`src/rtl/fll_reg_pkg.sv`:
```
// ============================================================================
// fll_reg_pkg : address map, config record, reset values and FSM states
//               shared by the FLL register slave.
// Revision    : 1.0
// ============================================================================
`default_nettype none

package fll_reg_pkg;

   localparam logic [3:0] ADDR_STATUS   = 4'd0;
   localparam logic [3:0] ADDR_CFG_BASE = 4'd1;
   localparam logic [3:0] ADDR_GAIN     = 4'd8;
   localparam logic [3:0] ADDR_SCRATCH  = 4'd9;

   localparam logic [15:0] MULT_RST = 16'h05F5;
   localparam logic [3:0]  DIV_RST  = 4'd1;
   localparam logic [3:0]  GAIN_RST = 4'd7;

   // Bit order matches the CFG register layout, so a 22-bit slice casts directly
   typedef struct packed {
      logic        open_loop;
      logic        en;
      logic [3:0]  div;
      logic [15:0] mult;
   } fll_cfg_t;

   localparam fll_cfg_t CFG_RST = '{open_loop: 1'b1, en: 1'b0, div: DIV_RST, mult: MULT_RST};

   typedef enum logic [1:0] {
      IDLE   = 2'd0,
      ACCESS = 2'd1,
      ACK_HI = 2'd2
   } fll_state_t;

endpackage

`default_nettype wire

```
`src/rtl/fll_sync.sv`:
```
// ============================================================================
// fll_sync : SYNC_STAGES-deep flop synchronizer, async active-high reset to 0.
// Revision : 1.0
// ============================================================================
`default_nettype none

module fll_sync #(
   parameter int SYNC_STAGES = 2
) (
   input  logic clk,
   input  logic rst,
   input  logic d,
   output logic q
);

   logic [SYNC_STAGES-1:0] ff;

   always_ff @(posedge clk or posedge rst) begin
      if (rst) ff <= '0;
      else     ff <= {ff[SYNC_STAGES-2:0], d};
   end

   assign q = ff[SYNC_STAGES-1];

endmodule

`default_nettype wire

```
`src/rtl/fll_reg_slave.sv`:
```
// ============================================================================
// fll_reg_slave : FLL_BUS req/ack register endpoint holding per-clock FLL config.
//                 Optional sticky lock-loss flags + irq_o via FLL_REG_LOCK_IRQ_EN.
// Revision      : 1.0
// ============================================================================
`default_nettype none

module fll_reg_slave
   import fll_reg_pkg::*;
#(
   parameter int NUM_CLK     = 4,
   parameter int SYNC_STAGES = 2
) (
   input  logic                  clk_i,
   input  logic                  rst_i,
   input  logic                  req_i,
   input  logic                  web_i,
   input  logic [3:0]            addr_i,
   input  logic [31:0]           wdata_i,
   output logic                  ack_o,
   output logic [31:0]           rdata_o,
   input  logic [NUM_CLK-1:0]    lock_i,
   output logic [NUM_CLK*16-1:0] mult_o,
   output logic [NUM_CLK*4-1:0]  div_o,
   output logic [NUM_CLK-1:0]    en_o,
   output logic [NUM_CLK-1:0]    open_loop_o,
   output logic [3:0]            gain_o,
   output logic [NUM_CLK-1:0]    cfg_upd_o
`ifdef FLL_REG_LOCK_IRQ_EN
   ,
   output logic                  irq_o
`endif
);

   logic               req_s;
   logic [NUM_CLK-1:0] lock_s;

   fll_sync #(.SYNC_STAGES(SYNC_STAGES)) u_req_sync (
      .clk (clk_i), .rst (rst_i), .d (req_i), .q (req_s)
   );

   generate
      for (genvar i = 0; i < NUM_CLK; i++) begin : g_lock_sync
         fll_sync #(.SYNC_STAGES(SYNC_STAGES)) u_lock_sync (
            .clk (clk_i), .rst (rst_i), .d (lock_i[i]), .q (lock_s[i])
         );
      end
   endgenerate

   fll_state_t  state, state_nxt;
   logic        capture, do_access, ack_clear, do_write;
   logic        hold_web;
   logic [3:0]  hold_addr;
   logic [31:0] hold_wdata;
   fll_cfg_t    cfg [NUM_CLK];
   logic [3:0]  gain;
   logic [31:0] scratch;
   logic [31:0] rd_value;

   always_ff @(posedge clk_i or posedge rst_i) begin
      if (rst_i) state <= IDLE;
      else       state <= state_nxt;
   end

   always_comb begin
      state_nxt = state;
      case (state)
         IDLE:    if (req_s) state_nxt = ACCESS;
         ACCESS:  state_nxt = ACK_HI;
         ACK_HI:  if (!req_s) state_nxt = IDLE;
         default: state_nxt = IDLE;
      endcase
   end

   always_comb begin
      capture   = (state == IDLE) && req_s;
      do_access = (state == ACCESS);
      ack_clear = (state == ACK_HI) && !req_s;
   end

   assign do_write = do_access && !hold_web;

   // The bridge zeroes addr/wdata after ack, so the request is latched on acceptance
   always_ff @(posedge clk_i or posedge rst_i) begin
      if (rst_i) begin
         hold_web   <= 1'b1;
         hold_addr  <= '0;
         hold_wdata <= '0;
      end else if (capture) begin
         hold_web   <= web_i;
         hold_addr  <= addr_i;
         hold_wdata <= wdata_i;
      end
   end

`ifdef FLL_REG_LOCK_IRQ_EN
   logic [NUM_CLK-1:0] lock_d, lock_lost, lost_clr;

   assign lost_clr = (do_write && hold_addr == ADDR_STATUS) ? hold_wdata[NUM_CLK+3:4] : '0;

   // Set term is OR'ed in after the clear so a coincident loss stays flagged
   always_ff @(posedge clk_i or posedge rst_i) begin
      if (rst_i) begin
         lock_d    <= '0;
         lock_lost <= '0;
         irq_o     <= 1'b0;
      end else begin
         lock_d    <= lock_s;
         lock_lost <= (lock_lost & ~lost_clr) | (lock_d & ~lock_s);
         irq_o     <= |lock_lost;
      end
   end
`endif

   always_comb begin
      rd_value = '0;
      if (hold_addr == ADDR_STATUS) begin
         rd_value[NUM_CLK-1:0] = lock_s;
`ifdef FLL_REG_LOCK_IRQ_EN
         rd_value[NUM_CLK+3:4] = lock_lost;
`endif
      end else if (hold_addr == ADDR_GAIN) begin
         rd_value[3:0] = gain;
      end else if (hold_addr == ADDR_SCRATCH) begin
         rd_value = scratch;
      end else begin
         for (int i = 0; i < NUM_CLK; i++)
            if (hold_addr == ADDR_CFG_BASE + 4'(i)) rd_value = 32'(cfg[i]);
      end
   end

   always_ff @(posedge clk_i or posedge rst_i) begin
      if (rst_i) begin
         ack_o     <= 1'b0;
         rdata_o   <= '0;
         gain      <= GAIN_RST;
         scratch   <= '0;
         cfg_upd_o <= '0;
         for (int i = 0; i < NUM_CLK; i++) cfg[i] <= CFG_RST;
      end else begin
         cfg_upd_o <= '0;
         if (do_access)      ack_o <= 1'b1;
         else if (ack_clear) ack_o <= 1'b0;
         if (do_access && hold_web) rdata_o <= rd_value;
         if (do_write) begin
            if (hold_addr == ADDR_GAIN)    gain    <= hold_wdata[3:0];
            if (hold_addr == ADDR_SCRATCH) scratch <= hold_wdata;
            for (int i = 0; i < NUM_CLK; i++) begin
               if (hold_addr == ADDR_CFG_BASE + 4'(i)) begin
                  cfg[i]       <= fll_cfg_t'(hold_wdata[21:0]);
                  cfg_upd_o[i] <= 1'b1;
               end
            end
         end
      end
   end

   generate
      for (genvar i = 0; i < NUM_CLK; i++) begin : g_cfg_out
         assign mult_o[i*16 +: 16] = cfg[i].mult;
         assign div_o[i*4 +: 4]    = cfg[i].div;
         assign en_o[i]            = cfg[i].en;
         assign open_loop_o[i]     = cfg[i].open_loop;
      end
   endgenerate

   assign gain_o = gain;

endmodule

`default_nettype wire
```
`config.mk`:
```
export PLATFORM = sky130hd
export DESIGN_NAME = fll_reg_slave
export DESIGN_NICKNAME = d
export VERILOG_FILES = /design/src/rtl/fll_reg_pkg.sv /design/src/rtl/fll_sync.sv /design/src/rtl/fll_reg_slave.sv
export SDC_FILE = /design/constraint.sdc
export NUM_CORES = 1
export LEC_CHECK = 0
export ABC_AREA = 1
export CAP_MARGIN = 40
export CORE_MARGIN = 2
export CORE_UTILIZATION = 50
export CTS_CLUSTER_SIZE = 24
export DETAILED_ROUTE_END_ITERATION = 10
export PLACE_DENSITY = 0.74
export RECOVER_POWER = 100
export SYNTH_ARGS = -nofsm -noshare
export SYNTH_HDL_FRONTEND = slang
export SYNTH_HIERARCHICAL = 1
export SYNTH_SLANG_ARGS = --single-unit
```
`constraint.sdc`:
```
create_clock -name clk_i -period 6.9 [get_ports clk_i]
set_input_delay 0.69 -clock clk_i [delete_from_list [all_inputs] [get_ports clk_i]]
set_output_delay 0.69 -clock clk_i [all_outputs]
set_load 0.05 [all_outputs]
```
==> impl_metrics.json <==
{
  "status": "complete, but fails checks",
  "violations": "max-capacitance violations, max-slew violations",
  "p_sw_w": 0.002759,
  "numPortBuffers": 172,
  "die_h_um": 138.0,
  "core-area_um2": 17780,
  "p_leak_nw": 5.597,
  "routedWlPerCell_um": 16.08,
  "ios": 173,
  "synth_cell_type_count": 28,
  "row_count": 49,
  "cts.sinks": 210,
  "critPathMaxFanout": 34,
  "p_comb_share_pct": 45.6,
  "wirelength_mm": 23.30,
  "ctsHoldBuffers": 0,
  "synth_seq_cells": 210,
  "r2r_start": "hold_addr[0]",
  "crit_path_end_kind": "register",
  "yosysTopAreaCell": "dfrtp_1",
  "syn_inst": 1049,
  "first_global_vias": 7224,
  "slew_violations": 270,
  "min_period_ps": 4595,
  "grt_util_all_layers_pct": 24.32,
  "synth-seq-area-share_pct": 59.14,
  "p_seq_share_pct": 36.7,
  "final_cell_mix": "312 x nand2_1, 190 x o21ai_0, 166 x dfrtp_1",
  "worstSetupPathType": "reg -> reg",
  "critPathTopFamily": "simple AND/OR/NAND/NOR gates",
  "cts_resized": 0,
  "final_common_cell": "nand2_1",
  "tightest_slew_ps": 2872,
  "cts_tree": "yes",
  "gp_congestion": 0.8757,
  "overflow": 0,
  "crit_required_ps": 7290,
  "clk_pin_slew_ps": 60,
  "fmax_mhz": 217.6,
  "die_w_um": 138.0,
  "synth_top_area_share_pct": 46.27,
  "dr_total_vias": 7457,
  "synth_area_leaders": "dfrtp_1 46%, dfstp_2 13%, nand2_1 13%",
  "syn_nets": 1093,
  "route.detailed.drc": 0,
  "diodes": 0,
  "initialDrtViolationCount": 526,
  "cts-root-buf": "clkbuf_16",
  "pwr_density_cell_nw_per_um2": 517.6,
  "syn_avg_cell_area_um2": 8.559,
  "design.die.area_um2": 19050,
  "clockPowerShare_pct": 17.7,
  "tns_ps": 0,
  "finalHoldViolCount": 0,
  "internal_power_w": 0.003120,
  "hold_start": "g_lock_sync[2].u_lock_sync/ff[0]",
  "via_per_inst": 5.146,
  "cp-start-kind": "register",
  "worstHoldPathType": "reg -> reg",
  "cts_max_level": 1,
  "worstPathCellList": "inv_1 > nor2_1 > nand3_1 > inv_1 > nand2_1 > clkbuf_1 > o21ai_0",
  "nets": 1249,
  "start_util_pct": 50.50,
  "numCtsBuffers": 21,
  "cp-startpoint": "hold_addr[0]",
  "finalCritPeriodShare_pct": 66.60,
  "cp_data_arrival_time_ps": 4990,
  "post_cts_buffers": 0,
  "grt_pass1_wl_mm": 37.81,
  "cpMaxStageDelayCell": "dfrtp_1",
  "placedCellCount": 1411,
  "path_buf_inv": 3,
  "ys.warnings.count": 6,
  "grt_max_degree": 118,
  "clock_latency_ps": 500,
  "synth_area_um2": 8979,
  "crit_path_frequent_cell": "inv_1",
  "slew_headroom_pct": -91.47,
  "max_stage_delay_ps": 910,
  "drtPass1Iterations": 7,
  "grt_antenna_before_repair": 0,
  "antenna_left": 0,
  "dp_hpwl_mm": 15.48,
  "cap_violations": 5,
  "fin_skew_ps": 15.65,
  "rsz0062_at_grt": "false",
  "final_layout_size_suffix_gt1_share_pct": 7.213,
  "cts_buffer_depth": 3,
  "setup_violations": 0,
  "ir_worst_vdd_uv": 360.7,
  "stdcell_count": 1449,
  "syn2layout_area_growth_pct": 26.49,
  "netSwitchingFraction_pct": 46.93
}
==> worst register-to-register path: cells and delay by family, from the launching register on <==
| kind | cells | cell delay, ps |
|---|---|---|
| flops | 1 | 910 |
| buf+inv | 3 | 1460 |
| simple gates | 3 | 1710 |
| compound gates | 1 | 420 |
==> layer usage <==
layer	GRT usage, %	part of all wire [%]	up-vias
li1	-	-	3577
met1	33.22	43	3555
met2	41.01	48	283
met3	4.295	6.8	42
met4	5.800	1.9	0
met5	0	0	-
==> cell type report <==
cell class                      count  area, um2
Timing Repair Buffer              182       1807
Tap cell                          229      286.5
Sequential cell                   210       5310
Clock inverter                      4      23.77
Fill cell                        1509       6422
Multi-Input combinational cell    655       2823
Inverter                          135      513.0
Clock buffer                       34      594.3
==> Yosys cell counts, drive strengths merged <==
cell type,instances
nand2,313
o22ai,1
nand4,9
dfstp,44
clkbuf,22
nor2,101
o31ai,1
a21oi,1
buf,27
o21ai,200
nand3,27
dfrtp,166
nor3,1
inv,135
mux2,1
==> sequential cells by signal (all words and copies together) (netlist names) <==
register                    flops
state                           2
cfg_upd_o                       4
hold_addr                       4
hold_wdata                     32
open_loop_o                     4
gain_o                          4
rdata_o                        32
hold_web                        1
u_req_sync/ff                   2
ack_o                           1
scratch                        32
mult_o                         64
en_o                            4
g_lock_sync.u_lock_sync/ff      8
div_o                          16
==> stage by stage <==
stage	utilization (%)	total power [W]	instance area [um2]	hold WS, ps	setup WS, ps
floorplan	-	0.004049	8979	331.2	828.8
global placement	60.70	0.004951	10790	333.0	3357
detailed placement	61.45	0.005031	10930	336.4	3806
CTS	64.93	0.006097	11540	349.0	3795
global route	63.88	0.006217	11360	356.4	1852
finish	63.88	0.005879	11360	349.9	2305
==> kinds of logic after synthesis <==
group                  Yosys count  synth area share [%]
and+or+nand+nor                451                 20.48
buffers and inverters          184                 8.473
DFF                            210                 59.14
AOI/OAI and AO/OA              203                 11.78
muxes                            1                0.1254
==> final timing paths <==
check / to / slack, ps / cells past startpoint
max: scratch[16] / 2300 / 7
min: g_lock_sync[2].u_lock_sync/ff[1] / 350 / 0
max reg2reg: scratch[16] / 2300 / 7
min reg2reg: g_lock_sync[2].u_lock_sync/ff[1] / 350 / 0
max in group asynchronous: mult_o[57] / 2890 / 3
min in group asynchronous: g_lock_sync[0].u_lock_sync/ff[0] / 600 / 2
==> power by group through the flow <==
stage / sequential [W] / clock, W / combinational (W)
detailed placement: 0.00219 / 0 / 0.00284
CTS: 0.00217 / 0.00107 / 0.00286
finish: 0.00216 / 0.00104 / 0.00268
floorplan: 0.00313 / 0 / 0.000920
global placement: 0.00218 / 0 / 0.00277
global route: 0.00222 / 0.00111 / 0.00289
Power figures use the tool's default switching activity.
